`src/rtl/multicycle_sequencer_pkg.sv`:
```
// -----------------------------------------------------------------------------
// multicycle_sequencer_pkg
// Shared encodings for the rv32i multi-cycle sequencer: FSM state codes, trap
// causes, and the mem_op / regfile_src codes produced by the control unit.
// No ports.
// -----------------------------------------------------------------------------
package multicycle_sequencer_pkg;

    typedef enum logic [2:0] {
        S_RESET  = 3'd0,
        S_FETCH  = 3'd1,
        S_DECODE = 3'd2,
        S_EXEC   = 3'd3,
        S_MEM    = 3'd4,
        S_WB     = 3'd5,
        S_TRAP   = 3'd6
    } state_e;

    typedef enum logic [1:0] {
        TRAP_NONE    = 2'd0,
        TRAP_ILLEGAL = 2'd1,
        TRAP_BUS     = 2'd2
    } trap_e;

    localparam logic [1:0] MEM_OP_NONE  = 2'd0;
    localparam logic [1:0] MEM_OP_LOAD  = 2'd1;
    localparam logic [1:0] MEM_OP_STORE = 2'd2;

    localparam logic [2:0] REG_SRC_NONE = 3'd0;
    localparam logic [2:0] REG_SRC_ALU  = 3'd1;
    localparam logic [2:0] REG_SRC_MEM  = 3'd2;
    localparam logic [2:0] REG_SRC_PC4  = 3'd3;
    localparam logic [2:0] REG_SRC_IMM  = 3'd4;

    // States that own the shared memory port.
    function automatic logic is_mem_state(state_e s);
        return (s == S_FETCH) || (s == S_MEM);
    endfunction

endpackage

```
`src/rtl/multicycle_sequencer_mem_wait_timer.sv`:
```
// -----------------------------------------------------------------------------
// mem_wait_timer
// Counts consecutive cycles a memory transaction waits for mem_ready and flags
// expiry on the LIMIT-th waiting cycle. Only built with MEM_TIMEOUT_EN.
// Ports:
//   clk_i      system clock
//   rst_i      synchronous reset, active-high
//   active_i   a memory transaction is outstanding this cycle
//   ready_i    memory completes the transaction this cycle
//   expired_o  this cycle is the LIMIT-th wait cycle and ready_i is low
// -----------------------------------------------------------------------------
`ifdef MEM_TIMEOUT_EN
module mem_wait_timer #(
    parameter int LIMIT = 255
) (
    input  logic clk_i,
    input  logic rst_i,
    input  logic active_i,
    input  logic ready_i,
    output logic expired_o
);
    localparam int W = $clog2(LIMIT + 1);

    logic [W-1:0] cnt_q, cnt_d;

    // Clearing whenever idle means the count restarts on every entry to a
    // memory state, since those states are never back-to-back.
    always_comb begin
        cnt_d = '0;
        if (active_i && !ready_i) cnt_d = cnt_q + W'(1);
    end

    always_ff @(posedge clk_i) begin
        if (rst_i) cnt_q <= '0;
        else       cnt_q <= cnt_d;
    end

    // A completion in the limit cycle is not a timeout.
    assign expired_o = active_i && !ready_i && (cnt_q == W'(LIMIT - 1));
endmodule
`endif

```
`src/rtl/multicycle_sequencer.sv`:
```
// -----------------------------------------------------------------------------
// multicycle_sequencer
// Multi-cycle FSM sequencing the rv32i datapath FETCH->DECODE->EXEC->[MEM]->WB,
// driving register strobes and the shared memory port, counting cycles and
// retired instructions, and raising a sticky trap.
// Optional feature macro: MEM_TIMEOUT_EN (bus wait timeout -> TRAP_BUS).
// Ports:
//   clk_i           system clock, rising edge
//   rst_i           synchronous reset, active-high
//   mem_op_i        MEM_OP_* from control unit
//   regfile_src_i   REG_SRC_* from control unit (NONE = no rd write)
//   inst_valid_i    decoded instruction is legal
//   mem_ready_i     memory completes current transaction this cycle
//   mem_req_o       memory transaction request
//   mem_we_o        1 = store, 0 = read (meaningful while mem_req_o)
//   mem_addr_sel_o  0 = PC, 1 = ALU result
//   ir_we_o         latch instruction register
//   rf_we_o         register-file write enable
//   pc_we_o         update PC
//   trap_o          sticky trap flag
//   trap_cause_o    TRAP_* cause
//   state_o         current FSM state (debug)
//   cycle_cnt_o     cycles since reset (frozen in S_TRAP)
//   instret_cnt_o   retired instructions
// -----------------------------------------------------------------------------
module multicycle_sequencer
    import multicycle_sequencer_pkg::*;
#(
    parameter int CNT_W          = 32,
    parameter int TIMEOUT_CYCLES = 255
) (
    input  logic             clk_i,
    input  logic             rst_i,
    input  logic [1:0]       mem_op_i,
    input  logic [2:0]       regfile_src_i,
    input  logic             inst_valid_i,
    input  logic             mem_ready_i,
    output logic             mem_req_o,
    output logic             mem_we_o,
    output logic             mem_addr_sel_o,
    output logic             ir_we_o,
    output logic             rf_we_o,
    output logic             pc_we_o,
    output logic             trap_o,
    output logic [1:0]       trap_cause_o,
    output logic [2:0]       state_o,
    output logic [CNT_W-1:0] cycle_cnt_o,
    output logic [CNT_W-1:0] instret_cnt_o
);
    state_e           state_q;
    trap_e            cause_q;
    logic             trap_q;
    logic [1:0]       mem_op_q;
    logic [2:0]       rf_src_q;
    logic [CNT_W-1:0] cycle_q, instret_q;
    logic             timeout;

`ifdef MEM_TIMEOUT_EN
    mem_wait_timer #(.LIMIT(TIMEOUT_CYCLES)) u_mem_wait_timer (
        .clk_i     (clk_i),
        .rst_i     (rst_i),
        .active_i  (is_mem_state(state_q)),
        .ready_i   (mem_ready_i),
        .expired_o (timeout)
    );
`else
    // Waits are unbounded; the parameter stays in the interface for both builds.
    assign timeout = 1'b0 & (TIMEOUT_CYCLES == 0);
`endif

    always_ff @(posedge clk_i) begin
        if (rst_i) begin
            state_q   <= S_RESET;
            trap_q    <= 1'b0;
            cause_q   <= TRAP_NONE;
            mem_op_q  <= MEM_OP_NONE;
            rf_src_q  <= REG_SRC_NONE;
            cycle_q   <= '0;
            instret_q <= '0;
        end else begin
            if (state_q != S_TRAP) cycle_q <= cycle_q + CNT_W'(1);
            unique case (state_q)
                S_RESET: state_q <= S_FETCH;
                S_FETCH: begin
                    if (mem_ready_i) state_q <= S_DECODE;
                    else if (timeout) begin
                        state_q <= S_TRAP;
                        trap_q  <= 1'b1;
                        cause_q <= TRAP_BUS;
                    end
                end
                S_DECODE: begin
                    if (!inst_valid_i) begin
                        state_q <= S_TRAP;
                        trap_q  <= 1'b1;
                        cause_q <= TRAP_ILLEGAL;
                    end else begin
                        mem_op_q <= mem_op_i;
                        rf_src_q <= regfile_src_i;
                        state_q  <= S_EXEC;
                    end
                end
                S_EXEC: state_q <= (mem_op_q != MEM_OP_NONE) ? S_MEM : S_WB;
                S_MEM: begin
                    if (mem_ready_i) state_q <= S_WB;
                    else if (timeout) begin
                        state_q <= S_TRAP;
                        trap_q  <= 1'b1;
                        cause_q <= TRAP_BUS;
                    end
                end
                S_WB: begin
                    instret_q <= instret_q + CNT_W'(1);
                    state_q   <= S_FETCH;
                end
                S_TRAP: state_q <= S_TRAP;
                default: state_q <= S_RESET;
            endcase
        end
    end

    // Strobes decode from the state register and latched fields; ir_we also
    // needs mem_ready so the IR captures the word in the completing cycle.
    always_comb begin
        mem_req_o      = is_mem_state(state_q);
        mem_addr_sel_o = (state_q == S_MEM);
        mem_we_o       = (state_q == S_MEM) && (mem_op_q == MEM_OP_STORE);
        ir_we_o        = (state_q == S_FETCH) && mem_ready_i;
        pc_we_o        = (state_q == S_WB);
        rf_we_o        = (state_q == S_WB) && (rf_src_q != REG_SRC_NONE)
                         && (mem_op_q != MEM_OP_STORE);
    end

    assign trap_o        = trap_q;
    assign trap_cause_o  = cause_q;
    assign state_o       = state_q;
    assign cycle_cnt_o   = cycle_q;
    assign instret_cnt_o = instret_q;

endmodule

```
`config.mk`:
```
export PLATFORM = sky130hd
export DESIGN_NAME = multicycle_sequencer
export DESIGN_NICKNAME = d
export VERILOG_FILES = /design/src/rtl/multicycle_sequencer_pkg.sv /design/src/rtl/multicycle_sequencer_mem_wait_timer.sv /design/src/rtl/multicycle_sequencer.sv
export SDC_FILE = /design/constraint.sdc
export NUM_CORES = 1
export LEC_CHECK = 0
export ABC_AREA = 1
export CAP_MARGIN = 20
export CORE_MARGIN = 2
export CORE_UTILIZATION = 53
export CTS_BUF_LIST = sky130_fd_sc_hd__clkbuf_8
export DETAILED_ROUTE_END_ITERATION = 7
export PLACE_DENSITY = 0.93
export SLEW_MARGIN = 20
export SYNTH_ARGS = -nofsm -noshare
export SYNTH_HDL_FRONTEND = slang
export SYNTH_SLANG_ARGS = --single-unit
```
`constraint.sdc`:
```
create_clock -name clk_i -period 1.8 [get_ports clk_i]
set_input_delay 0.18 -clock clk_i [delete_from_list [all_inputs] [get_ports clk_i]]
set_output_delay 0.18 -clock clk_i [all_outputs]
set_load 0.01 [all_outputs]
```
Word-level counts from Yosys, hierarchy flattened. Cells that the tools add are included.

Add/sub/neg operators: 2. Equality and inequality tests: 11. Muxes and demuxes: 5. Bitwise operators: 1. Reduce and logical (&&, ||, !) cells: 12.

Operators with widths (number): adder 32 x 1 -> 32 bit (second input constant) (2); one-hot mux 3 bit (6 select lines) (1); == test 3 bit (second input constant) (3); two-way mux 3 bit (3); == test 3 x 2 -> 1 bit (second input constant) (2); inequality test 2 bit (second input constant) (3); AND reduction 2 bit (3); logical AND 1 bit (4); == test 3 x 1 -> 1 bit (second input constant) (1); logical NOT 3 bit (1); inequality test 3 bit (second input constant) (1); nonzero test 3 bit (1); == test 2 bit (second input constant) (1); nonzero test 2 bit (1); OR reduction 2 bit (1); logical OR 1 bit (1); two-way mux 1 bit (1); inverter 1 bit (1).

Register bits: 73. Bits of input ports: 9. Output and inout bits: 76. Logic and storage cells: 37.

Longest topological paths before layout. Gate-level depths: netlist of the first run.

Depth after elaboration: 3. Gate-level depth with buffers: 11. Gate-level depth less buffers: 11.

Worst setup path before layout of the first run. Ideal clock, no wire load.

Path type: register -> register. From: reg cycle_q[0], in the netlist cycle_cnt_o[0]. To: reg cycle_q[28], in the netlist cycle_cnt_o[28]. Library setup time: 0.116 ns. Arrival time: 1.441 ns. Data required time: 1.684 ns. Path slack: 0.243 ns. Cell stages (with the launch flop): 9. Buffers on the path: 0. Clock period less this slack: 1.557 ns. Path through: dfxtp_1 -> ha_1 -> inv_1 -> nor2_1 -> nand3_1 -> nor2_2 -> nand3_1 -> o21ai_0 -> nor2_1.

Word-level cells in the longest chain between the ends: 1.

RTL lines: start, declared (line multicycle_sequencer.sv:55) `logic [CNT_W-1:0] cycle_q, instret_q;`; start signal, assigned (line multicycle_sequencer.sv:81) `if (state_q != S_TRAP) cycle_q <= cycle_q + CNT_W'(1);`; adder 32 x 1 -> 32 bit (line multicycle_sequencer.sv:81).

Every way passes these cells. A chain may end at the register's enable or synchronous reset.

Worst setup path in the final report of the first run.
From: reg state_q[2], in the netlist state_o[2]. To: out pc_we_o.

Word-level cells in the longest chain between the ends: 1.

RTL lines: start, declared (line multicycle_sequencer.sv:50) `state_e state_q;`; start signal, assigned (line multicycle_sequencer.sv:103) `S_EXEC: state_q <= (mem_op_q != MEM_OP_NONE) ? S_MEM : S_WB;`; == test 3 bit (line multicycle_sequencer.sv:129) `pc_we_o = (state_q == S_WB);`; end, declared (line multicycle_sequencer.sv:43) `output logic pc_we_o,`.

Every way passes these cells.

==> results of run 1 <==
## cells in the final DEF (no fill, tap or decap), types with 2 or more instances in the layout
master / count
a21oi_1: 33
buf_4: 7
clkbuf_8: 10
o21bai_1: 2
nand4_1: 16
o21ai_0: 25
dlygate4sd2_1: 4
nor2_1: 111
nor3_2: 2
o21a_1: 5
dfxtp_1: 71
nor2_4: 9
clkdlybuf4s50_1: 78
ha_1: 2
nor3b_1: 3
a31oi_1: 4
xor2_1: 6
nor2_2: 4
clkinvlp_4: 2
o21ai_1: 2
nand3b_1: 2
inv_2: 4
nand2_1: 135
clkinv_2: 2
nand3_1: 38
nor3_1: 15
nand3_2: 4
nand2_4: 2
nand2_2: 3
inv_1: 78
## through the flow
| stage | hold WS (ns) | area [um2] | power, mW |
|---|---|---|---|
| 2_1_floorplan | 0.3467 | 3906 | 1.875 |
| 3_3_place_gp | 0.4578 | 4841 | 1.984 |
| 3_5_place_dp | 0.4655 | 4841 | 1.997 |
| 4_1_cts | 0.4566 | 5037 | 3.258 |
| 5_1_grt | 0.4685 | 5057 | 3.371 |
| 6_report | 0.4601 | 5057 | 3.256 |
## Yosys cell counts (all sizes together) (5+ instances only)
| cell | count |
|---|---|
| nor2 | 125 |
| nand3 | 43 |
| nor3 | 17 |
| xor2 | 6 |
| o21ai | 27 |
| inv | 81 |
| buf | 7 |
| o21a | 5 |
| dfxtp | 73 |
| a21oi | 33 |
| nand4 | 16 |
| nand2 | 140 |
## tightest hold or removal path: cells and delay by family
kind / cells / cell delay (ns)
buffers and inverters: 1 / 0.39
AO/OA/AOI/OAI: 2 / 0.20
## cell type report
cell class,instances,share of cell area [%]
Clock buffer,10,2.721
Clock inverter,6,1.163
Inverter,82,6.086
Multi-Input combinational cell,430,41.17
Sequential cell,73,29.00
Tap cell,99,2.449
Timing Repair Buffer,90,17.42
## layer usage
metal | vias up | global-route usage, % | part of all wire (%)
met4 | 0 | 14.23 | 3.2
li1 | 2072 | - | -
met3 | 39 | 4.275 | 8.2
met1 | 1961 | 31.85 | 40
met2 | 220 | 48.11 | 49
met5 | - | 0 | 0
## path summary, 6_finish.rpt
path         slack (ns)                          start                             end  depth (start not counted)
max reg2reg        0.15  instret_cnt_o[1]$_SDFFE_PP0N_  instret_cnt_o[14]$_SDFFE_PP0N_                          8
min                0.46                    mem_op_i[0]        mem_op_q[0]$_SDFFE_PP0P_                          3
max                0.07        state_o[2]$_SDFFE_PP0P_                         pc_we_o                          3
min reg2reg        0.47            trap_o$_SDFFE_PP0P_             trap_o$_SDFFE_PP0P_                          2
## power by group
| group | internal (mW) | switching [mW] |
|---|---|---|
| combinational | 0.121 | 0.155 |
| sequential | 1.64 | 0.0368 |
| clock | 0.668 | 0.632 |
## kinds of logic after synthesis
group                    Yosys count  share of synthesized area (%)
AND/OR/NAND/NOR                  349                          40.90
buffers and inverters             93                          9.737
flip-flops                        73                          37.41
AO/OA/AOI/OAI                     72                          9.865
XOR/XNOR                           6                          1.345
adder cells (fa/ha/maj)            2                         0.6405
other                              1                        0.09600
## sequential cells by signal, summed over array words and instances (netlist names)
| signal | count |
|---|---|
| instret_cnt_o | 32 |
| state_o | 3 |
| trap_o | 1 |
| rf_src_q | 3 |
| cycle_cnt_o | 32 |
| mem_op_q | 2 |
==> results.md, run 1 <==
* First-pass GRT wire length at roughly 18,000 um
* Area delta synth->final at 29.47%
* Largest net degree at the start of global routing at 30
* Post-Synthesis Cells at 596
* Power density over the cells at 643.8 nW/um2
* Number of setup buffers added after CTS at 0
* Outcome: completed
* Vias in the first global route at roughly 4,200
* Synth area leader: dfxtp_1
* Via/cell ratio at 5.433
* CTS tree: built
* Yosys reg bits at 73
* Synth unique cells at 38
* Dpl ws at between 0.05 and 0.06 ns
* First-pass DRT Iterations at 5
* Register Area at between 1000 and 1500 um2
* Max-cap violation count at 0
* Crit-path max FO at 8
* Post-synthesis async set-or-reset flop share at 0%
* Synth Net Count at 607
* Placeable Area at between 7000 and 8000 um2
* Critical-path top delay cell: clkdlybuf4s50_1
* Worst-Skew Late Latency at about 0.35 ns
* Antenna viol nets, final at 0
* Setup TNS at 0 ns
* PortBufs at between 80 and 90
* Area taken by multi-input logic gates at around 2100 um2
* Post-route insts no fill at between 700 and 800
* Mapped Area at slightly below 4000 um2
* Grt ovf at 0
* H-tree depth at 3
* Vias at about 4,300
* Worst path max stage delay at between 0.5 and 0.6 ns
* Fin crit share at roughly 96%
* Gp weighted congestion at about 0.90
* Initial core utilization at ~54%
* Die area at slightly above 8000 um2
* Post-route minimum period at roughly 1.7 ns
* Drt drc at 0
* Die Ht at approximately 90 um
* CP Cell Sequence: nand2_1 -> nor2_2 -> clkdlybuf4s50_1
* Ys Warns at 0
* Cell Rows at 31
* Worst Path Arrival at roughly 1.6 ns
* Layout fillers at 569
* Hold-fix buffers, CTS at 0
* CTS Buf Count at 9
* Nets at 697
* Post-synth EDFFs at 0
* Static leakage at approximately 1.9 nW
* Delay-heaviest family, CP: buffers and inverters
* CTS clk-pin slew, worst paths at ~0.080 ns
* Final setup viols at 0
* Worst hold path class: in -> reg
* Worst path required time at roughly 1.6 ns
* Post-DP HPWL at 7826 um
* CP Launch Type: flip-flop
* Post-CTS sizing at 7
* Post-layout util at between 70% and 80%
* Setup Crit Path Kind: reg -> out
* DP Cell Count at between 700 and 800
* I/O Pins at 85
* DR WL/cell at 13.49 um
* Initial DRC count at ~390
* Avg Inst Size Synth at between 6 and 7 um2
* Worst setup EP type: output pin
* Share of cells above drive strength 1 at 7.959%
* Die W at 89.85 um
* Top achievable clock speed at 577.8 MHz
* WL final at approximately 11,000 um
* Post-synthesis sequential area ratio at between 30% and 40%
* Top FF cell, synth: dfxtp_1
* Sink Count at 73
* Max Slew Vio Count at 0
* Antenna cells at 0
* Final hold viol count at 0
* Share of the synthesized area in the top cell type at 37.41%
* Setup Skew at roughly 0.0064 ns
* Final worst-path setup slack at 0.06928 ns
* GRT Total Usage at between 20 and 30%
* Top cells by area, synth: dfxtp_1 (37%), nand2_1 (13%), nor2_1 (11%)
* Root Driver: clkbuf_8
* Initial antenna violation count at 0
* Worst vdd ir at around 0.00040 V
* CTS Buffer Depth at 2
* WP buf/inv at 1
Note: power is estimated with default switching activity, not from simulation.
==> run 2, diff against run 1 <==
Settings changed: SLEW_MARGIN 20 to unset.
==> results of run 2 <==
The final DEF is identical to that of run 1; final timing and power are the same.
==> run 3, diff against run 2 <==
Settings changed: CORE_MARGIN 2 to 8.
==> run 3 against run 2 <==
  * Clock skew increased by 0.00081 ns
  * Die area is 28% higher
  * First-iteration DRC count down 44%
  * Design area grew 1.2%
  * Hold slack better by 0.0015 ns
  * Clock-buffer cell count rose by 1
  * Wire length increased by 1.8%
  * Largest power group is now the clock network
==> results.md, run 3 (synthesis results as in run 1) <==
* DR WL/cell at around 14 um
* Max-cap violation count at 0
* Placeable Area at slightly above 7000 um2
* Worst setup EP type: output pin
* Commonest cells after routing, fill and taps aside: nand2_1 (135), nor2_1 (111), clkdlybuf4s50_1 (79)
* Nets at just under 700
* Worst Path Arrival at 1.55 ns
* Max Slew Vio Count at 0
* Setup TNS at 0 ns
* Initial antenna violation count at 0
* Worst path required time at approximately 1.6 ns
* Die area at about 10,000 um2
* Worst vdd ir at 0.0004677 V
* Die W at roughly 100 um
* First-pass GRT wire length at around 18,000 um
* Vias at 4,151
* PortBufs at 83
* RSZ-0062 raised after global routing: false
* Initial core utilization at a little over half
* Top achievable clock speed at a little under 600 MHz
* Power density over the cells at about 720 nW/um2
* Sink Count at between 70 and 80
* Vias in the first global route at ~4,000
* CP Launch Type: flip-flop
* Post-route insts no fill at roughly 800
* Final setup viols at 0
* Post-route minimum period at roughly 1.7 ns
* DP Cell Count at 772
* CTS tree: built
* Worst-Skew Late Latency at 0.34 ns
* Most common cell after layout, fill and taps aside: nand2_1
* Static leakage at approximately 2 nW
* Share of cells above drive strength 1 at 7.983%
* WL final at about 11,000 um
* WP buf/inv at 1
* Via/cell ratio at 5.268
* First-pass DRT Iterations at 5
* Critical-path top delay cell: clkdlybuf4s50_1
* Antenna cells at 0
* Worst hold path class: reg -> reg
* CTS Buffer Depth at 2
* Final hold viol count at 0
* Die Ht at just over 100 um
* H-tree depth at 3
* Antenna viol nets, final at 0
* Setup Skew at 0.007217 ns
* Cell Rows at 31
* Outcome: completed
* Initial DRC count at about 220
* CP Cell Sequence: nand2_1 -> nor2_2 -> clkdlybuf4s50_1
* Root Driver: clkbuf_8
* Crit-path max FO at 5
* CTS Buf Count at 9
* Setup Crit Path Kind: reg -> out
* Post-DP HPWL at ~8000 um
* CTS clk-pin slew, worst paths at roughly 0.08 ns
* Drt drc at 0
* Worst path max stage delay at between 0.5 and 0.6 ns
* GRT Total Usage at 21.45%
* Gp weighted congestion at between 0.9 and 1
* Area delta synth->final at 31.04%
* Largest net degree at the start of global routing at 41
* Grt ovf at 0
* I/O Pins at 85
* Delay-heaviest family, CP: buffers and inverters
* Fin crit share at 95.91%
-- run 3: cell types whose count changed in the layout (fill, tap and decap cells not counted), moves of 2 or more --
cell        previous run  this run
buf_4                  7         4
nor2_2                 4         7
clkinvlp_4             2         0
bufinv_16              1         4
nor2_4                 9         6
-- run 3: metrics by stage --
stage	worst slack (ns)	instance area, um2	total power [mW]	hold slack [ns]	util, %
finish	0.07368	5119	3.707	0.4616	70.95
global route	0.007953	5119	3.825	0.4804	70.95
CTS	0.009951	5112	3.723	0.4517	70.86
detailed placement	0.09788	4838	1.998	0.4723	67.07
global placement	0.1645	4838	1.988	0.4562	67.07
floorplan	0.2431	3906	1.875	0.3467	-
-- run 3: metal layers --
layer,vias to the layer above,track usage [%],routed length (um)
met3,34,4.292,753
met2,157,36.52,5271
met4,0,11.74,400
met1,1888,24.72,4430
met5,-,0,0
li1,2072,-,-
-- run 3: area by class of cell --
type | instances | area (um2)
Multi-Input combinational cell | 430 | 2067
Fill cell | 570 | 2096
Clock buffer | 11 | 151.4
Inverter | 82 | 307.8
Sequential cell | 73 | 1468
Tap cell | 99 | 123.9
Clock inverter | 5 | 125.1
Timing Repair Buffer | 88 | 875.8
-- run 3: where the power goes --
group / switching, mW / internal (mW) / leakage (nW)
clock network: 0.617 / 1.14 / 0.140
registers: 0.0369 / 1.64 / 0.590
logic: 0.153 / 0.122 / 1.23
total: 0.806 / 2.90 / 1.96
-- run 3: worst paths after layout --
path,cells past startpoint,slack (ns),end,startpoint
max,3,0.07,pc_we_o,state_o[0]$_SDFFE_PP0P_
min,1,0.46,cycle_cnt_o[0]$_SDFFE_PP0N_,cycle_cnt_o[0]$_SDFFE_PP0N_
max reg2reg,9,0.11,instret_cnt_o[18]$_SDFFE_PP0N_,instret_cnt_o[0]$_SDFFE_PP0N_
min reg2reg,1,0.46,cycle_cnt_o[0]$_SDFFE_PP0N_,cycle_cnt_o[0]$_SDFFE_PP0N_
-- run 3: what timing repair did --
item	in CTS	in global routing
hold buffers	0	0
endpoints found under the setup margin	6	8
gates cloned	0	0
setup buffers	0	0
resized for setup	6	3
